`src/rtl/ula_seq_if.sv`:
```
// Request/response bundle between the datapath controller and the ula_seq ALU.
// The controller (master) issues operations; the ALU (slave) returns the result, flags and handshake.
interface ula_seq_if #(
  parameter int WIDTH = 8
);
  logic             start;
  logic [2:0]       ULAControl;
  logic [WIDTH-1:0] scrA;
  logic [WIDTH-1:0] scrB;
  logic [WIDTH-1:0] ULAResult;
  logic             Z;
  logic             C;
  logic             N;
  logic             V;
  logic             busy;
  logic             done;

  modport master (
    output start, ULAControl, scrA, scrB,
    input  ULAResult, Z, C, N, V, busy, done
  );

  modport slave (
    input  start, ULAControl, scrA, scrB,
    output ULAResult, Z, C, N, V, busy, done
  );
endinterface

```
`src/rtl/ula_seq.sv`:
```
// Registered ALU: single-cycle add/sub/logic/compare, WIDTH-cycle shift-add multiply.
// Latency 1 (multiply WIDTH+1); start is ignored while busy, no other backpressure.
module ula_seq #(
  parameter int WIDTH  = 8,
  parameter int MUL_EN = 1
) (
  input  logic        clk,
  input  logic        rst_n,
  ula_seq_if.slave    bus
);
  localparam int CW = $clog2(WIDTH);
  localparam logic [CW-1:0] CNT_LAST = CW'(WIDTH - 1);
  localparam logic [0:0] IDLE = 1'b0;
  localparam logic [0:0] MUL  = 1'b1;

  logic [0:0]         state_q, state_d;
  logic [2*WIDTH-1:0] mcand_q, mcand_d;
  logic [WIDTH-1:0]   mplier_q, mplier_d;
  logic [2*WIDTH-1:0] acc_q, acc_d;
  logic [CW-1:0]      cnt_q, cnt_d;
  logic [WIDTH-1:0]   result_q, result_d;
  logic               z_q, z_d, c_q, c_d, n_q, n_d, v_q, v_d;
  logic               done_q, done_d;

  logic [WIDTH-1:0]   a, b, b_eff;
  logic [2:0]         op;
  logic               is_sub;
  logic [WIDTH:0]     sum;
  logic [WIDTH-1:0]   alu_res;
  logic               alu_c, alu_v;

  logic [2*WIDTH-1:0] acc_nxt;
  logic               fin_en, fin_c, fin_v;
  logic [WIDTH-1:0]   fin_res;

  assign a      = bus.scrA;
  assign b      = bus.scrB;
  assign op     = bus.ULAControl;
  assign is_sub = (op == 3'b001);
  assign b_eff  = is_sub ? ~b : b;
  // Subtract reuses the adder as A + ~B + 1, so carry-out means "no borrow".
  assign sum    = {1'b0, a} + {1'b0, b_eff} + {{WIDTH{1'b0}}, is_sub};

  always_comb begin
    alu_res = '0;
    alu_c   = 1'b0;
    alu_v   = 1'b0;
    case (op)
      3'b000, 3'b001: begin
        alu_res = sum[WIDTH-1:0];
        alu_c   = sum[WIDTH];
        alu_v   = (a[WIDTH-1] == b_eff[WIDTH-1]) && (sum[WIDTH-1] != a[WIDTH-1]);
      end
      3'b010:  alu_res = a & b;
      3'b011:  alu_res = a | b;
      3'b100:  alu_res = a ^ b;
      3'b101:  alu_res = {{(WIDTH-1){1'b0}}, (a < b)};
      3'b110:  alu_res = {{(WIDTH-1){1'b0}}, ($signed(a) < $signed(b))};
      default: alu_res = '0;
    endcase
  end

  always_comb begin
    state_d  = state_q;
    mcand_d  = mcand_q;
    mplier_d = mplier_q;
    acc_d    = acc_q;
    cnt_d    = cnt_q;
    acc_nxt  = acc_q + (mplier_q[0] ? mcand_q : '0);
    fin_en   = 1'b0;
    fin_res  = alu_res;
    fin_c    = alu_c;
    fin_v    = alu_v;

    if (state_q == IDLE) begin
      if (bus.start) begin
        if ((op == 3'b111) && (MUL_EN != 0)) begin
          state_d  = MUL;
          mcand_d  = {{WIDTH{1'b0}}, a};
          mplier_d = b;
          acc_d    = '0;
          cnt_d    = '0;
        end else begin
          fin_en = 1'b1;
        end
      end
    end else begin
      acc_d    = acc_nxt;
      mcand_d  = mcand_q << 1;
      mplier_d = mplier_q >> 1;
      cnt_d    = cnt_q + 1'b1;
      if (cnt_q == CNT_LAST) begin
        state_d = IDLE;
        fin_en  = 1'b1;
        fin_res = acc_nxt[WIDTH-1:0];
        fin_c   = |acc_nxt[2*WIDTH-1:WIDTH];
        fin_v   = 1'b0;
      end
    end

    result_d = fin_en ? fin_res : result_q;
    z_d      = fin_en ? ~|fin_res : z_q;
    n_d      = fin_en ? fin_res[WIDTH-1] : n_q;
    c_d      = fin_en ? fin_c : c_q;
    v_d      = fin_en ? fin_v : v_q;
    done_d   = fin_en;
  end

  always_ff @(posedge clk or negedge rst_n) begin
    if (!rst_n) begin
      state_q  <= IDLE;
      mcand_q  <= '0;
      mplier_q <= '0;
      acc_q    <= '0;
      cnt_q    <= '0;
      result_q <= '0;
      z_q      <= 1'b0;
      c_q      <= 1'b0;
      n_q      <= 1'b0;
      v_q      <= 1'b0;
      done_q   <= 1'b0;
    end else begin
      state_q  <= state_d;
      mcand_q  <= mcand_d;
      mplier_q <= mplier_d;
      acc_q    <= acc_d;
      cnt_q    <= cnt_d;
      result_q <= result_d;
      z_q      <= z_d;
      c_q      <= c_d;
      n_q      <= n_d;
      v_q      <= v_d;
      done_q   <= done_d;
    end
  end

  assign bus.ULAResult = result_q;
  assign bus.Z         = z_q;
  assign bus.C         = c_q;
  assign bus.N         = n_q;
  assign bus.V         = v_q;
  assign bus.busy      = (state_q == MUL);
  assign bus.done      = done_q;
endmodule

```
`src/flat_wrapper.sv`:
```
// flat-port wrapper written by rule: the top's interface ports become plain ports
module ula_seq_flat 
#(
  parameter int WIDTH  = 8,
  parameter int MUL_EN = 1
)
  (clk, rst_n, bus_start, bus_ULAControl, bus_scrA, bus_scrB, bus_ULAResult, bus_Z, bus_C, bus_N, bus_V, bus_busy, bus_done);
  ula_seq_if #(.WIDTH(WIDTH)) bus_i ();
  input  logic clk;
  input  logic rst_n;
  input wire logic [$bits(bus_i.start)-1:0] bus_start;
  input wire logic [$bits(bus_i.ULAControl)-1:0] bus_ULAControl;
  input wire logic [$bits(bus_i.scrA)-1:0] bus_scrA;
  input wire logic [$bits(bus_i.scrB)-1:0] bus_scrB;
  output wire logic [$bits(bus_i.ULAResult)-1:0] bus_ULAResult;
  output wire logic [$bits(bus_i.Z)-1:0] bus_Z;
  output wire logic [$bits(bus_i.C)-1:0] bus_C;
  output wire logic [$bits(bus_i.N)-1:0] bus_N;
  output wire logic [$bits(bus_i.V)-1:0] bus_V;
  output wire logic [$bits(bus_i.busy)-1:0] bus_busy;
  output wire logic [$bits(bus_i.done)-1:0] bus_done;
  assign bus_i.start = bus_start;
  assign bus_i.ULAControl = bus_ULAControl;
  assign bus_i.scrA = bus_scrA;
  assign bus_i.scrB = bus_scrB;
  assign bus_ULAResult = bus_i.ULAResult;
  assign bus_Z = bus_i.Z;
  assign bus_C = bus_i.C;
  assign bus_N = bus_i.N;
  assign bus_V = bus_i.V;
  assign bus_busy = bus_i.busy;
  assign bus_done = bus_i.done;
  ula_seq #(.WIDTH(WIDTH), .MUL_EN(MUL_EN)) u_core (.clk(clk), .rst_n(rst_n), .bus(bus_i));
endmodule
```
`config.mk`:
```
export PLATFORM = sky130hd
export DESIGN_NAME = ula_seq_flat
export DESIGN_NICKNAME = d
export VERILOG_FILES = /design/src/rtl/ula_seq_if.sv /design/src/rtl/ula_seq.sv /design/src/flat_wrapper.sv
export SDC_FILE = /design/constraint.sdc
export NUM_CORES = 1
export LEC_CHECK = 0
export CORE_UTILIZATION = 40
export CTS_CLUSTER_DIAMETER = 120
export DETAILED_ROUTE_END_ITERATION = 7
export MAX_ROUTING_LAYER = met4
export PLACE_DENSITY = 0.68
export REMOVE_ABC_BUFFERS = 1
export SYNTH_ARGS = -nofsm -noshare
export SYNTH_HDL_FRONTEND = slang
export SYNTH_SLANG_ARGS = --single-unit
```
`constraint.sdc`:
```
create_clock -name clk -period 5.9 [get_ports clk]
set_clock_uncertainty 0.2 [all_clocks]
set_input_delay 0.59 -clock clk [delete_from_list [all_inputs] [get_ports clk]]
set_output_delay 0.59 -clock clk [all_outputs]
set_load 0.01 [all_outputs]
```
==> flow_summary.toml <==
[synth]
synth_seq_cells = 56
synth_top_area_cell = "sky130_fd_sc_hd__dfrtp_1"
synth_edf_count = 0
synth.avg_cell_area_um2 = 8.192
syn-instance-count = 521
sequential_cell_area_fraction_in_the_yosys_report_pct = 32.83
synth.area.top_cells = "sky130_fd_sc_hd__dfrtp_1, sky130_fd_sc_hd__ha_1, sky130_fd_sc_hd__nand2_1"
ys_top_cells_by_count = "sky130_fd_sc_hd__nand2_1, sky130_fd_sc_hd__dfrtp_1, sky130_fd_sc_hd__o21ai_0"
yosysWarnings = 0
ys.flop_type = "sky130_fd_sc_hd__dfrtp_1"
post-synth-top-count-cell = "sky130_fd_sc_hd__nand2_1"
async_reset_ff_share_pct = 100.0
ys_types = 53
yosys.area.top_type_share_pct = 32.83
cell_area_synth_um2 = 4268

[sta]
timing_max_transition_violations_final = 0
number_of_failing_hold_endpoints_at_the_final_stage = 0
maxClockFrequency_mhz = 228.5
max_slew_margin_pct = 53.08
hold_ws_ns = 0.1916
final_critical_path_setup_slack_ns = 1.523
min_period_over_period_pct = 74.18
setup_total_negative_slack_ns = 0
worst-slew-pin-transition_ns = 0.7005
setup_violations = 0
layout_min_cycle_time_ns = 4.377
grt_setup_unrepaired = "false"

[die]
placementRows = 37
design.die.area_um2 = 11090
dieWidth_um = 105.3
design.core.area_um2 = 10320
chipHeight_um = 105.3
initial_utilization_pct = 41.34
num_io_pins = 36

[critical_path]
crit_end = "u_core.bus.Z"
cp_data_arrival_time_ns = 4.42
rr_startpoint = "u_core.mplier_q[0]"
setup.worst_path.class = "primary input to flop"
cp_max_fo = 15
crit_start = "bus_ULAControl[0]"
crit_path_start_kind = "primary input"
worst_setup_path_end_kind = "flop"
timing.reg2reg.worst_path_depth = 10
worstReg2RegEnd = "u_core.bus.C"
worst-endpoint-required_ns = 5.95
setup.reg_to_reg.worst_slack_ns = 2.14

[clocking]
clock_sink_count = 56
tritoncts = "done"
clock_tree.htree_level_count = 2
path_clk_slew_ns = 0.11
worst_skew_pair.late_latency_ns = 0.32
cts.hold.buffers_added = 0
post_cts_resized = 0
root_cell_of_the_clock_tree = "sky130_fd_sc_hd__clkbuf_8"
cts.path.max_buffers = 2
postCtsSetupRepairBufs = 0
numCtsBuffers = 5

[grt]
grtUsageTotal_pct = 20.39
grt_max_degree = 57
global_route_wire_length_before_repair_mm = 17.74
vias_in_the_first_global_route = 3643
global_route.overflow_total = 0
antenna_found_initial = 0

[pwr]
max-vdd-ir-drop_mv = 0.1693
p_per_area_nw_per_um2 = 323.5
power_leakage_nw = 2.211

[final_layout]
layout_nets = 617
drive_gt1_share_pct = 4.037
areaGrowthSynthToFinish_pct = 12.96
final_core_utilization_pct = 46.70
antennaDiodeCount = 0
post_layout_nonfiller_instances = 681

[route]
wl_per_cell_um = 15.33
post_dr_vias_cell = 5.407
firstDrtPassIters = 4
finalWirelength_mm = 10.44
drcViolationCount = 0
antenna_left = 0
detailroute.via_count = 3682
number_of_drc_markers_after_the_initial_detailed_route_iteration = 168

[hold_path]
min_path_type = "primary input to async pin"

[placement]
finalWeightedCongestion = 0.8955
port-buffer-count = 35
post-place-ws_ns = 1.216
dp_cells = 673
detailedPlacementHpwl_mm = 8.062

[run]
drv.max_cap_violation_count = 0

[status]
run_status = "finished, final reports clean"
-- sequential cells by signal (all words and copies together) (netlist names) --
register and cells:
u_core.acc_q 16, u_core.mcand_q 16, u_core.bus.ULAResult 8, u_core.mplier_q 8, u_core.cnt_q 3, u_core.bus.C 1
u_core.bus.V 1, u_core.bus.Z 1, u_core.bus.busy 1, u_core.bus.done 1
-- layout by cell type (no fill, tap or decap), drive strengths merged, types with 10 or more instances in the layout --
| cell type | count |
|---|---|
| and2 | 18 |
| nand3 | 15 |
| ha | 49 |
| a21oi | 43 |
| dfrtp | 56 |
| nor2 | 40 |
| inv | 29 |
| nand2 | 76 |
| xor2 | 11 |
| clkdlybuf4s50 | 34 |
| o21ai | 53 |
| xnor2 | 14 |
| nor3 | 10 |
-- area by class of cell --
cell class | instances | area, um^2
well taps | 136 | 170.2
fillers | 1048 | 5503
multi-input cells | 414 | 2671
flip-flops and latches | 56 | 1403
inverters | 28 | 105.1
clock inverters | 3 | 27.53
clock buffers | 5 | 68.82
repair buffers | 39 | 375.4
-- layer usage --
layer | vias to the layer above | wire length [um] | GRT usage (%) | share of wire [%]
li1 | 1865 | - | - | -
met1 | 1753 | 5147 | 27.36 | 49
met2 | 58 | 4953 | 34.02 | 47
met3 | 6 | 270 | 1.855 | 2.6
met4 | 0 | 70 | 3.521 | 0.67
met5 | - | 0 | - | 0
-- worst min-delay path by stage --
stage	slack, ns	start	cells past startpoint	to
2_1_floorplan	0.09	rst_n	0	u_core.acc_q[0]
3_3_place_gp	0.26	u_core.bus.ULAResult[0]	2	u_core.bus.ULAResult[0]
3_5_place_dp	0.27	u_core.mplier_q[6]	2	u_core.mplier_q[5]
4_1_cts	0.22	rst_n	2	u_core.acc_q[14]
5_1_grt	0.26	rst_n	2	u_core.mcand_q[8]
6_report	0.19	rst_n	2	u_core.mcand_q[9]
-- where the power goes --
part,internal [mW],switching [mW]
sequential,0.523,0.137
clock,0.0876,0.137
combinational,0.299,0.376
-- logic make-up (layout without fill, tap and decap cells) --
kind of cell / Yosys count / after routing / share of synthesized area, %
flops: 56 / 56 / 32.83
xor+xnor: 25 / 25 / 5.130
simple gates: 187 / 187 / 20.32
compound gates: 150 / 150 / 21.61
mux: 1 / 1 / 0.2345
fa+ha+maj: 51 / 51 / 15.30
buf+inv: 51 / 75 / 4.574
-- stage by stage --
step / total power, mW / cell area (um^2)
2_1_floorplan: 1.067 / 4178
3_3_place_gp: 1.325 / 4725
3_5_place_dp: 1.347 / 4725
4_1_cts: 1.577 / 4821
5_1_grt: 1.696 / 4821
6_report: 1.560 / 4821
-- worst max-delay path: stages --
cell and delay [ns]:
sky130_fd_sc_hd__clkdlybuf4s50_1 0.75, sky130_fd_sc_hd__inv_1 0.28, sky130_fd_sc_hd__nor3_2 0.60, sky130_fd_sc_hd__xnor2_1 0.21, sky130_fd_sc_hd__fa_1 0.47, sky130_fd_sc_hd__nand3_1 0.09
sky130_fd_sc_hd__nand2_1 0.09, sky130_fd_sc_hd__a311o_1 0.39, sky130_fd_sc_hd__xnor2_1 0.13, sky130_fd_sc_hd__a221o_1 0.31, sky130_fd_sc_hd__nor4_1 0.29, sky130_fd_sc_hd__a32o_1 0.20
Note: power is estimated with default switching activity, not from simulation.
